$ cat src/rtl/sprite_rom_arbiter_if.sv
// sprite_rom_arbiter_if
// Bundles the requester handshake, the ROM port and the response bus of the
// shared sprite ROM arbiter into one interface.
//
//   req_valid  per-requester read request
//   req_addr   packed addresses, requester i at [i*ADDR_W +: ADDR_W]
//   req_ready  one-hot grant
//   rom_addr   registered ROM address
//   rom_rd     registered read strobe
//   rom_q      ROM read data
//   rsp_valid  one-hot response owner
//   rsp_data   response data (rom_q passed through)
//   busy       reads in flight
//
// Modports:
//   master  the outside world: the draw units and the ROM instance
//   slave   the arbiter itself
interface sprite_rom_arbiter_if #(
  parameter int NUM_REQ = 3,
  parameter int ADDR_W  = 12,
  parameter int DATA_W  = 2
);
  logic [NUM_REQ-1:0]        req_valid;
  logic [NUM_REQ*ADDR_W-1:0] req_addr;
  logic [NUM_REQ-1:0]        req_ready;
  logic [ADDR_W-1:0]         rom_addr;
  logic                      rom_rd;
  logic [DATA_W-1:0]         rom_q;
  logic [NUM_REQ-1:0]        rsp_valid;
  logic [DATA_W-1:0]         rsp_data;
  logic                      busy;

  modport master (
    output req_valid, req_addr, rom_q,
    input  req_ready, rom_addr, rom_rd, rsp_valid, rsp_data, busy
  );

  modport slave (
    input  req_valid, req_addr, rom_q,
    output req_ready, rom_addr, rom_rd, rsp_valid, rsp_data, busy
  );
endinterface

$ cat src/rtl/sprite_rom_arbiter.sv
// sprite_rom_arbiter
// Shares one synchronous sprite/palette-index ROM among NUM_REQ pixel-pipeline
// requesters. At most one read is granted per vga_clk; the grant drives the
// registered ROM address one cycle later, and the requester index rides a tag
// pipeline so that the ROM word returns with a one-hot rsp_valid exactly
// 1+ROM_LAT cycles after the accept.
//
// Ports:
//   vga_clk  pixel clock, all logic on the rising edge
//   reset    synchronous, active-high
//   bus      sprite_rom_arbiter_if.slave (handshake, ROM port, responses)
//
// Configuration macro:
//   ARB_ROUND_ROBIN_EN  defined: rotating priority pointer
//                       undefined: fixed priority, lowest index wins
module sprite_rom_arbiter #(
  parameter int NUM_REQ = 3,
  parameter int ADDR_W  = 12,
  parameter int DATA_W  = 2,
  parameter int ROM_LAT = 1
) (
  input logic            vga_clk,
  input logic            reset,
  sprite_rom_arbiter_if.slave bus
);

  localparam int IDX_W = $clog2(NUM_REQ);
  // Worst case in flight is ROM_LAT+1 reads, so this width always suffices.
  localparam int CNT_W = $clog2(ROM_LAT + 2);

  logic [IDX_W-1:0]  start_idx;
  logic [IDX_W-1:0]  grant_idx;
  logic              found;
  logic              accept;
  int                cand;
  logic [ADDR_W-1:0] sel_addr;

  logic [ADDR_W-1:0] rom_addr_q;
  logic              rom_rd_q;
  logic [IDX_W-1:0]  issue_idx;
  logic [ROM_LAT-1:0] tag_vld;
  logic [IDX_W-1:0]  tag_idx [ROM_LAT];
  logic              rsp_fire;
  logic [CNT_W-1:0]  count;
  logic [CNT_W-1:0]  count_next;
  logic              busy_q;
  logic [DATA_W-1:0] rom_word;

`ifdef ARB_ROUND_ROBIN_EN
  // Priority pointer: the requester after the last winner searches first.
  logic [IDX_W-1:0] prio_ptr;

  always_ff @(posedge vga_clk) begin
    if (reset) begin
      prio_ptr <= '0;
    end else if (accept) begin
      prio_ptr <= (grant_idx == IDX_W'(NUM_REQ - 1)) ? '0 : grant_idx + IDX_W'(1);
    end
  end

  assign start_idx = prio_ptr;
`else
  assign start_idx = '0;
`endif

  // Search order start, start+1, ... wrapping; the first valid requester wins.
  always_comb begin
    found     = 1'b0;
    grant_idx = '0;
    cand      = 0;
    for (int k = 0; k < NUM_REQ; k++) begin
      cand = (int'(start_idx) + k) % NUM_REQ;
      if (!found && bus.req_valid[IDX_W'(cand)]) begin
        found     = 1'b1;
        grant_idx = IDX_W'(cand);
      end
    end
  end

  always_comb begin
    sel_addr = '0;
    for (int k = 0; k < NUM_REQ; k++) begin
      if (IDX_W'(k) == grant_idx) begin
        sel_addr = bus.req_addr[k*ADDR_W +: ADDR_W];
      end
    end
  end

  assign accept        = found & ~reset;
  assign bus.req_ready = accept ? (NUM_REQ'(1) << grant_idx) : '0;

  // The issue register (rom_addr/rom_rd/issue_idx) lines up with the ROM
  // input; the ROM_LAT tag stages then line up with rom_q.
  assign rsp_fire   = tag_vld[ROM_LAT-1];
  assign count_next = count + CNT_W'(accept) - CNT_W'(rsp_fire);

  always_ff @(posedge vga_clk) begin
    if (reset) begin
      rom_addr_q <= '0;
      rom_rd_q   <= 1'b0;
      issue_idx  <= '0;
      tag_vld    <= '0;
      for (int i = 0; i < ROM_LAT; i++) begin
        tag_idx[i] <= '0;
      end
      count      <= '0;
      busy_q     <= 1'b0;
    end else begin
      rom_rd_q <= accept;
      if (accept) begin
        rom_addr_q <= sel_addr;
        issue_idx  <= grant_idx;
      end
      tag_vld[0] <= rom_rd_q;
      tag_idx[0] <= issue_idx;
      for (int i = 1; i < ROM_LAT; i++) begin
        tag_vld[i] <= tag_vld[i-1];
        tag_idx[i] <= tag_idx[i-1];
      end
      count  <= count_next;
      busy_q <= (count_next != '0);
    end
  end

  assign bus.rom_addr = rom_addr_q;
  assign bus.rom_rd   = rom_rd_q;
  assign bus.busy     = busy_q;

  // Responses for reads discarded by reset must not leak out in the reset
  // cycle itself, while the tag stages still hold them.
  assign bus.rsp_valid = (rsp_fire && !reset) ? (NUM_REQ'(1) << tag_idx[ROM_LAT-1]) : '0;
  assign rom_word      = bus.rom_q;
  assign bus.rsp_data  = rom_word;

endmodule

$ cat src/flat_wrapper.sv
// flat-port wrapper written by rule: the top's interface ports become plain ports
module sprite_rom_arbiter_flat 
#(
  parameter int NUM_REQ = 3,
  parameter int ADDR_W  = 12,
  parameter int DATA_W  = 2,
  parameter int ROM_LAT = 1
)
  (vga_clk, reset, bus_req_valid, bus_req_addr, bus_rom_q, bus_req_ready, bus_rom_addr, bus_rom_rd, bus_rsp_valid, bus_rsp_data, bus_busy);
  sprite_rom_arbiter_if #(.NUM_REQ(NUM_REQ), .ADDR_W(ADDR_W), .DATA_W(DATA_W)) bus_i ();
  input logic vga_clk;
  input logic reset;
  input wire logic [$bits(bus_i.req_valid)-1:0] bus_req_valid;
  input wire logic [$bits(bus_i.req_addr)-1:0] bus_req_addr;
  input wire logic [$bits(bus_i.rom_q)-1:0] bus_rom_q;
  output wire logic [$bits(bus_i.req_ready)-1:0] bus_req_ready;
  output wire logic [$bits(bus_i.rom_addr)-1:0] bus_rom_addr;
  output wire logic [$bits(bus_i.rom_rd)-1:0] bus_rom_rd;
  output wire logic [$bits(bus_i.rsp_valid)-1:0] bus_rsp_valid;
  output wire logic [$bits(bus_i.rsp_data)-1:0] bus_rsp_data;
  output wire logic [$bits(bus_i.busy)-1:0] bus_busy;
  assign bus_i.req_valid = bus_req_valid;
  assign bus_i.req_addr = bus_req_addr;
  assign bus_i.rom_q = bus_rom_q;
  assign bus_req_ready = bus_i.req_ready;
  assign bus_rom_addr = bus_i.rom_addr;
  assign bus_rom_rd = bus_i.rom_rd;
  assign bus_rsp_valid = bus_i.rsp_valid;
  assign bus_rsp_data = bus_i.rsp_data;
  assign bus_busy = bus_i.busy;
  sprite_rom_arbiter #(.NUM_REQ(NUM_REQ), .ADDR_W(ADDR_W), .DATA_W(DATA_W), .ROM_LAT(ROM_LAT)) u_core (.vga_clk(vga_clk), .reset(reset), .bus(bus_i));
endmodule
$ cat config.mk
export PLATFORM = sky130hd
export DESIGN_NAME = sprite_rom_arbiter_flat
export DESIGN_NICKNAME = d
export VERILOG_FILES = /design/src/rtl/sprite_rom_arbiter_if.sv /design/src/rtl/sprite_rom_arbiter.sv /design/src/flat_wrapper.sv
export SDC_FILE = /design/constraint.sdc
export NUM_CORES = 1
export LEC_CHECK = 0
export CORE_MARGIN = 2
export CORE_UTILIZATION = 30
export DETAILED_ROUTE_END_ITERATION = 7
export HOLD_SLACK_MARGIN = 0.12
export PLACE_DENSITY = 0.75
export SKIP_LAST_GASP = 1
export SYNTH_ARGS = -nofsm -noshare
export SYNTH_HDL_FRONTEND = slang
export SYNTH_SLANG_ARGS = --single-unit
$ cat constraint.sdc
create_clock -name vga_clk -period 1.4 [get_ports vga_clk]
set_input_delay 0.21 -clock vga_clk [delete_from_list [all_inputs] [get_ports vga_clk]]
set_output_delay 0.21 -clock vga_clk [all_outputs]
set_load 0.1 [all_outputs]
Word level (Yosys, flattened, before mapping)
Memory sizes are Yosys's and may differ from the RTL's.
Index checks and enable logic that the tools add are counted.
{ "totals": {"mem_bits_rw": 2, "out_inout_bits": 22, "elab_cells": 35, "inputBits": 43, "register_bits": 19, "memories": 1} }
{ "classes": {"n_eq_ne": 2, "n_reduce_logical": 7, "n_bitwise": 2, "addsub": 2, "n_mux": 13, "shifts": 2} }
{ "memory_table": {"columns": ["name", "depth", "word_bits", "read_ports", "rd_clocked_by_memory_dff", "wr", "line_no", "rtl"], "rows": [
  ["u_core.tag_idx", 1, 2, 1, 0, 1, "sprite_rom_arbiter.sv:42", "logic [IDX_W-1:0] tag_idx [ROM_LAT];"]
]} }
{ "op_table": {"columns": ["operator", "n"], "rows": [
  ["$mux 12", 3],
  ["$mux 1", 7],
  ["$mux 3", 2],
  ["$shl 1x2->3 const A", 2],
  ["$add 2x1->2", 1],
  ["$eq 1x2->1 const A", 1],
  ["$eq 2x2->1 const A", 1],
  ["$logic_and 1x1->1", 2],
  ["$logic_not 1->1", 2],
  ["$logic_not 2->1", 1],
  ["$mux 2", 1],
  ["$reduce_bool 2->1", 1],
  ["$reduce_or 2->1", 1],
  ["$sub 2x1->2", 1],
  ["$and 1x1->1", 1],
  ["$not 1->1", 1]
]} }

Logic depth before layout (Yosys ltp)
{ "depth": {"word_depth": 8, "depth_mapped": 9, "mapped_depth_nobuf": 7} }

Least setup slack after synthesis
OpenSTA, ideal clock, no wires.
{ "synth_timing": {"path_type": "in2out", "from": "input port bus_req_valid[0]", "to": "output port bus_req_ready[1]", "t_required_ps": 1190, "arrival_time_ps": 2784, "path_buffers": 2, "setup_slack_ps": -1594, "cell_stages": 3, "cell_sequence": "buf_4 -> buf_2 -> nor3b_1"} }
{ "synth_via": {"elab_chain_cells": 6, "elab_cells_between_ends": 8, "cone_classes": "1 x shift; 4 x mux; 1 x bitwise; 2 x reduce/logical"} }
{ "synth_rtl": {"columns": ["element", "line_no", "rtl"], "rows": [
  ["start, declared", "flat_wrapper.sv:13", "input wire logic [$bits(bus_i.req_valid)-1:0] bus_req_valid;"],
  ["$mux 1 (*)", "sprite_rom_arbiter.sv:73", "if (!found && bus.req_valid[IDX_W'(cand)]) begin"],
  ["$logic_not 1->1", "sprite_rom_arbiter.sv:73", null],
  ["$logic_and 1x1->1", "sprite_rom_arbiter.sv:73", null],
  ["$mux 1", "sprite_rom_arbiter.sv:73", null],
  ["$shl 1x2->3 or $and 1x1->1 (tied branches)", "sprite_rom_arbiter.sv:90, sprite_rom_arbiter.sv:89", null],
  ["$mux 3 (*)", "sprite_rom_arbiter.sv:90", "assign bus.req_ready = accept ? (NUM_REQ'(1) << grant_idx) : '0;"],
  ["end, declared", "flat_wrapper.sv:16", "output wire logic [$bits(bus_i.req_ready)-1:0] bus_req_ready;"]
]} }
Mark *: on every way between the ends. The rest lies on a longest branch, timed or not.

Worst setup path after layout
{ "layout_timing": {"from": "input port bus_req_valid[1]", "to": "register u_core.busy_q (netlist: u_core.bus.busy)"} }
{ "layout_via": {"elab_chain_cells": 6} }
{ "layout_rtl": {"columns": ["element", "line_no", "rtl"], "rows": [
  ["$logic_and 1x1->1", "sprite_rom_arbiter.sv:73", null],
  ["$mux 1", "sprite_rom_arbiter.sv:73", null],
  ["$and 1x1->1", "sprite_rom_arbiter.sv:89", "assign accept = found & ~reset;"],
  ["$add 2x1->2", "sprite_rom_arbiter.sv:95", "assign count_next = count + CNT_W'(accept) - CNT_W'(rsp_fire);"],
  ["$sub 2x1->2", "sprite_rom_arbiter.sv:95", null],
  ["$reduce_bool 2->1", "sprite_rom_arbiter.sv:121", "busy_q <= (count_next != '0);"],
  ["end signal, assigned", "sprite_rom_arbiter.sv:121", null],
  ["end, declared", "sprite_rom_arbiter.sv:46", "logic busy_q;"]
]} }
Every way passes these cells.
A chain may end at the register's enable or synchronous reset.

==> results.sh <==
export IMPL_synth_area_um2=887
export IMPL_internal_power_uw=1000
export IMPL_clk_latency_ns=0.29
export IMPL_clk_transition_reported_paths_ns=0.10
export IMPL_antenna_found_initial=0
export IMPL_fin_util_pct=59.2
export IMPL_dieArea_um2=3410
export IMPL_ff_latch_area_um2=393
export IMPL_final_area_um2=1650
export IMPL_vias_per_cell=4.65
export IMPL_clkPwrFrac_pct=16.9
export IMPL_place_congestion=0.620
export IMPL_clk_path_buf_depth=2
export IMPL_max_freq_ghz=0.750
export IMPL_ios=65
export IMPL_final_min_clock_period_ns=1.33
export IMPL_holdBufCountCts=0
export IMPL_yosys_warnings=0
export IMPL_crit_type="in -> reg"
export IMPL_place_area_um2=1560
export IMPL_grt_usage_pct=14.3
export IMPL_final_nets=181
export IMPL_rows=19
export IMPL_grt_max_degree=17
export IMPL_end_kind="register"
export IMPL_maxCapViolCount=0
export IMPL_timing_final_crit_share_pct=95.3
export IMPL_async_flop_share_pct=0
export IMPL_status="completed"
export IMPL_multi_input_area_um2=465
export IMPL_clock_skew_final_ns=0.0118
export IMPL_yosys_register_bits=19
export IMPL_worstSetupEndpoint="u_core.bus.busy"
export IMPL_wl_per_cell_um=13.5
export IMPL_grt_pass1_wl_um=3700
export IMPL_crit_slowest_cell="dlygate4sd2_1"
export IMPL_synthDistinctLibCells=20
export IMPL_first_global_vias=869
export IMPL_drive_gt1_share_pct=44.1
export IMPL_r2r_slack_ns=0.11
export IMPL_io_buffers=45
export IMPL_power_density_nw_per_um2=970
export IMPL_vdd_drop_max_uv=658
export IMPL_hold_viol=0
export IMPL_wirelength_um=2260
export IMPL_grt_setup_unrepaired="no"
export IMPL_synth_top_area_share_pct=42.9
export IMPL_r2r_cells=5
export IMPL_fp_coreArea_um2=2780
export IMPL_synth_edff_count=0
export IMPL_leakage_uw=0.000723
export IMPL_slew_viol_final=0
export IMPL_drt_iter0_drc=4
export IMPL_die_h_um=58.4
export IMPL_critPathMaxFanout=2
export IMPL_hold_class="in -> out"
export IMPL_synth_flop_cell="dfxtp_1"
export IMPL_cts_sinks=19
export IMPL_syn_inst=85
export IMPL_p_switching_uw=599
export IMPL_cp_startpoint="bus_req_valid[1]"
export IMPL_avgSynthCellArea_um2=10.4
export IMPL_max_stage_delay_ns=0.26
export IMPL_via_count=776
export IMPL_yosysSeqAreaShare_pct=42.9
export IMPL_arrival_ns=1.50
export IMPL_timing_rr_start="u_core.rsp_fire"
export IMPL_r2r_end="u_core.bus.busy"
export IMPL_tns_ns=0
export IMPL_grt_overflow_total=0
export IMPL_worstPathCellList="dlygate4sd2_1, nor2_1, nor2_2, xor2_1, ha_2, xor2_1, xnor2_1, a21oi_1"
export IMPL_dr_pass1_iters=4
export IMPL_final_common_cell="clkdlybuf4s50_1"
export IMPL_swShare_pct=37.5
export IMPL_cts_tree="built"
export IMPL_n_fill_cell=239
export IMPL_place_hpwl_um=1680
export IMPL_h_tree_depth=1
export IMPL_cts_root_buf="clkbuf_4"
export IMPL_start_util_pct=31.9
export IMPL_p_comb_share_pct=43.7
export IMPL_cts_buffers=3
export IMPL_drc=0
export IMPL_p_seq_share_pct=39.4
export IMPL_area_growth_synth_to_final_pct=85.8
export IMPL_diodes=0
export IMPL_ant_nets=0
export IMPL_path_common_cell="xor2_1"
export IMPL_cp_start_kind="input pin"
export IMPL_synthTopCellsByArea="dfxtp_1 43%, mux2_2 15%, mux2i_1 14%"
export IMPL_crit_required_ns=1.57
export IMPL_fp_dieW_um=58.4
export IMPL_synth_top_area_cell="dfxtp_1"
export IMPL_setup_viol=0
export IMPL_layout_common_cells="24 x clkdlybuf4s50_1, 18 x buf_12, 16 x nor2_1, 12 x mux2_2, 12 x mux2i_1"
## cell families (layout without fill, tap and decap cells)
logic type | Yosys count | count (layout) | share of synthesized area [%]
buf+inv | 11 | 61 | 9.03
mux | 24 | 24 | 28.8
other cells | 1 | 2 | 0.423
simple gates | 25 | 25 | 14.0
compound gates | 1 | 1 | 0.564
fa+ha+maj | 1 | 1 | 1.41
xor+xnor | 3 | 3 | 2.96
flops | 19 | 19 | 42.9
## worst max-delay path, delay by kind of cell
family	cells	cell delay, ns
adders and majority gates	1	0.19
buffers and inverters	1	0.26
and+or+nand+nor	2	0.21
xor gates and xnor gates	3	0.53
AOI/OAI and AO/OA	1	0.10
## cell usage after synthesis (2+ instances only)
master and number:
mux2_2 12, nor2b_1 3, mux2i_1 12, nor3b_1 2, clkbuf_1 2, nor2_1 17
xor2_1 2, dfxtp_1 19, buf_4 5
## power by group through the flow
stage                     Sequential (uW)  Combinational, uW  Clock (uW)
after floorplan                       859                239           0
after global placement                642                671           0
after detailed placement              643                682           0
after CTS                             631                703         282
after global routing                  635                730         301
final                                 630                699         270
## worst min path at each step
stage	start	to	cells past startpoint	slack (ns)
after CTS	bus_rom_q[0]	bus_rsp_data[0]	0	0.42
after floorplan	reset	u_core.rsp_fire	1	0.27
final	bus_rom_q[0]	bus_rsp_data[0]	0	0.42
after global routing	bus_rom_q[0]	bus_rsp_data[0]	0	0.42
after global placement	bus_rom_q[0]	bus_rsp_data[0]	0	0.42
after detailed placement	bus_rom_q[0]	bus_rsp_data[0]	0	0.42
## registers in the layout, summed over array words and instances, names as in the netlist
signal	count
u_core.bus.busy	1
u_core.count	2
u_core.bus.rom_rd	1
u_core.tag_idx	1
u_core.rsp_fire	1
u_core.issue_idx	1
u_core.bus.rom_addr	12
## layout make-up
class,instances,share of cell area (%)
clock buffers,4,1.59
inverters,1,0.228
multi-input cells,56,28.2
flip-flops and latches,19,23.8
well taps,31,2.35
repair buffers,56,43.7
## metrics by stage
stage	total power [uW]	cells	worst slack, ns	hold slack, ns
after floorplan	1100	86	-0.128	0.274
after global placement	1310	156	-0.333	0.421
after detailed placement	1320	156	-0.436	0.421
after CTS	1620	167	0.0889	0.421
after global routing	1670	167	0.00161	0.421
final	1600	167	0.0660	0.420
## what timing repair did
item,in CTS,in global routing
setup buffers,7,0
pin swaps,6,0
gates resized for setup,7,1
endpoints found under the setup margin,6,1
## per-layer routing
metal | routed length [um] | global-route usage, % | vias up
li1 | - | - | 377
met1 | 853 | 14.0 | 366
met2 | 1190 | 27.6 | 31
met3 | 199 | 4.18 | 2
met4 | 18 | 5.98 | 0
met5 | 0 | 0 | -
Note: power is estimated with default switching activity, not from simulation.
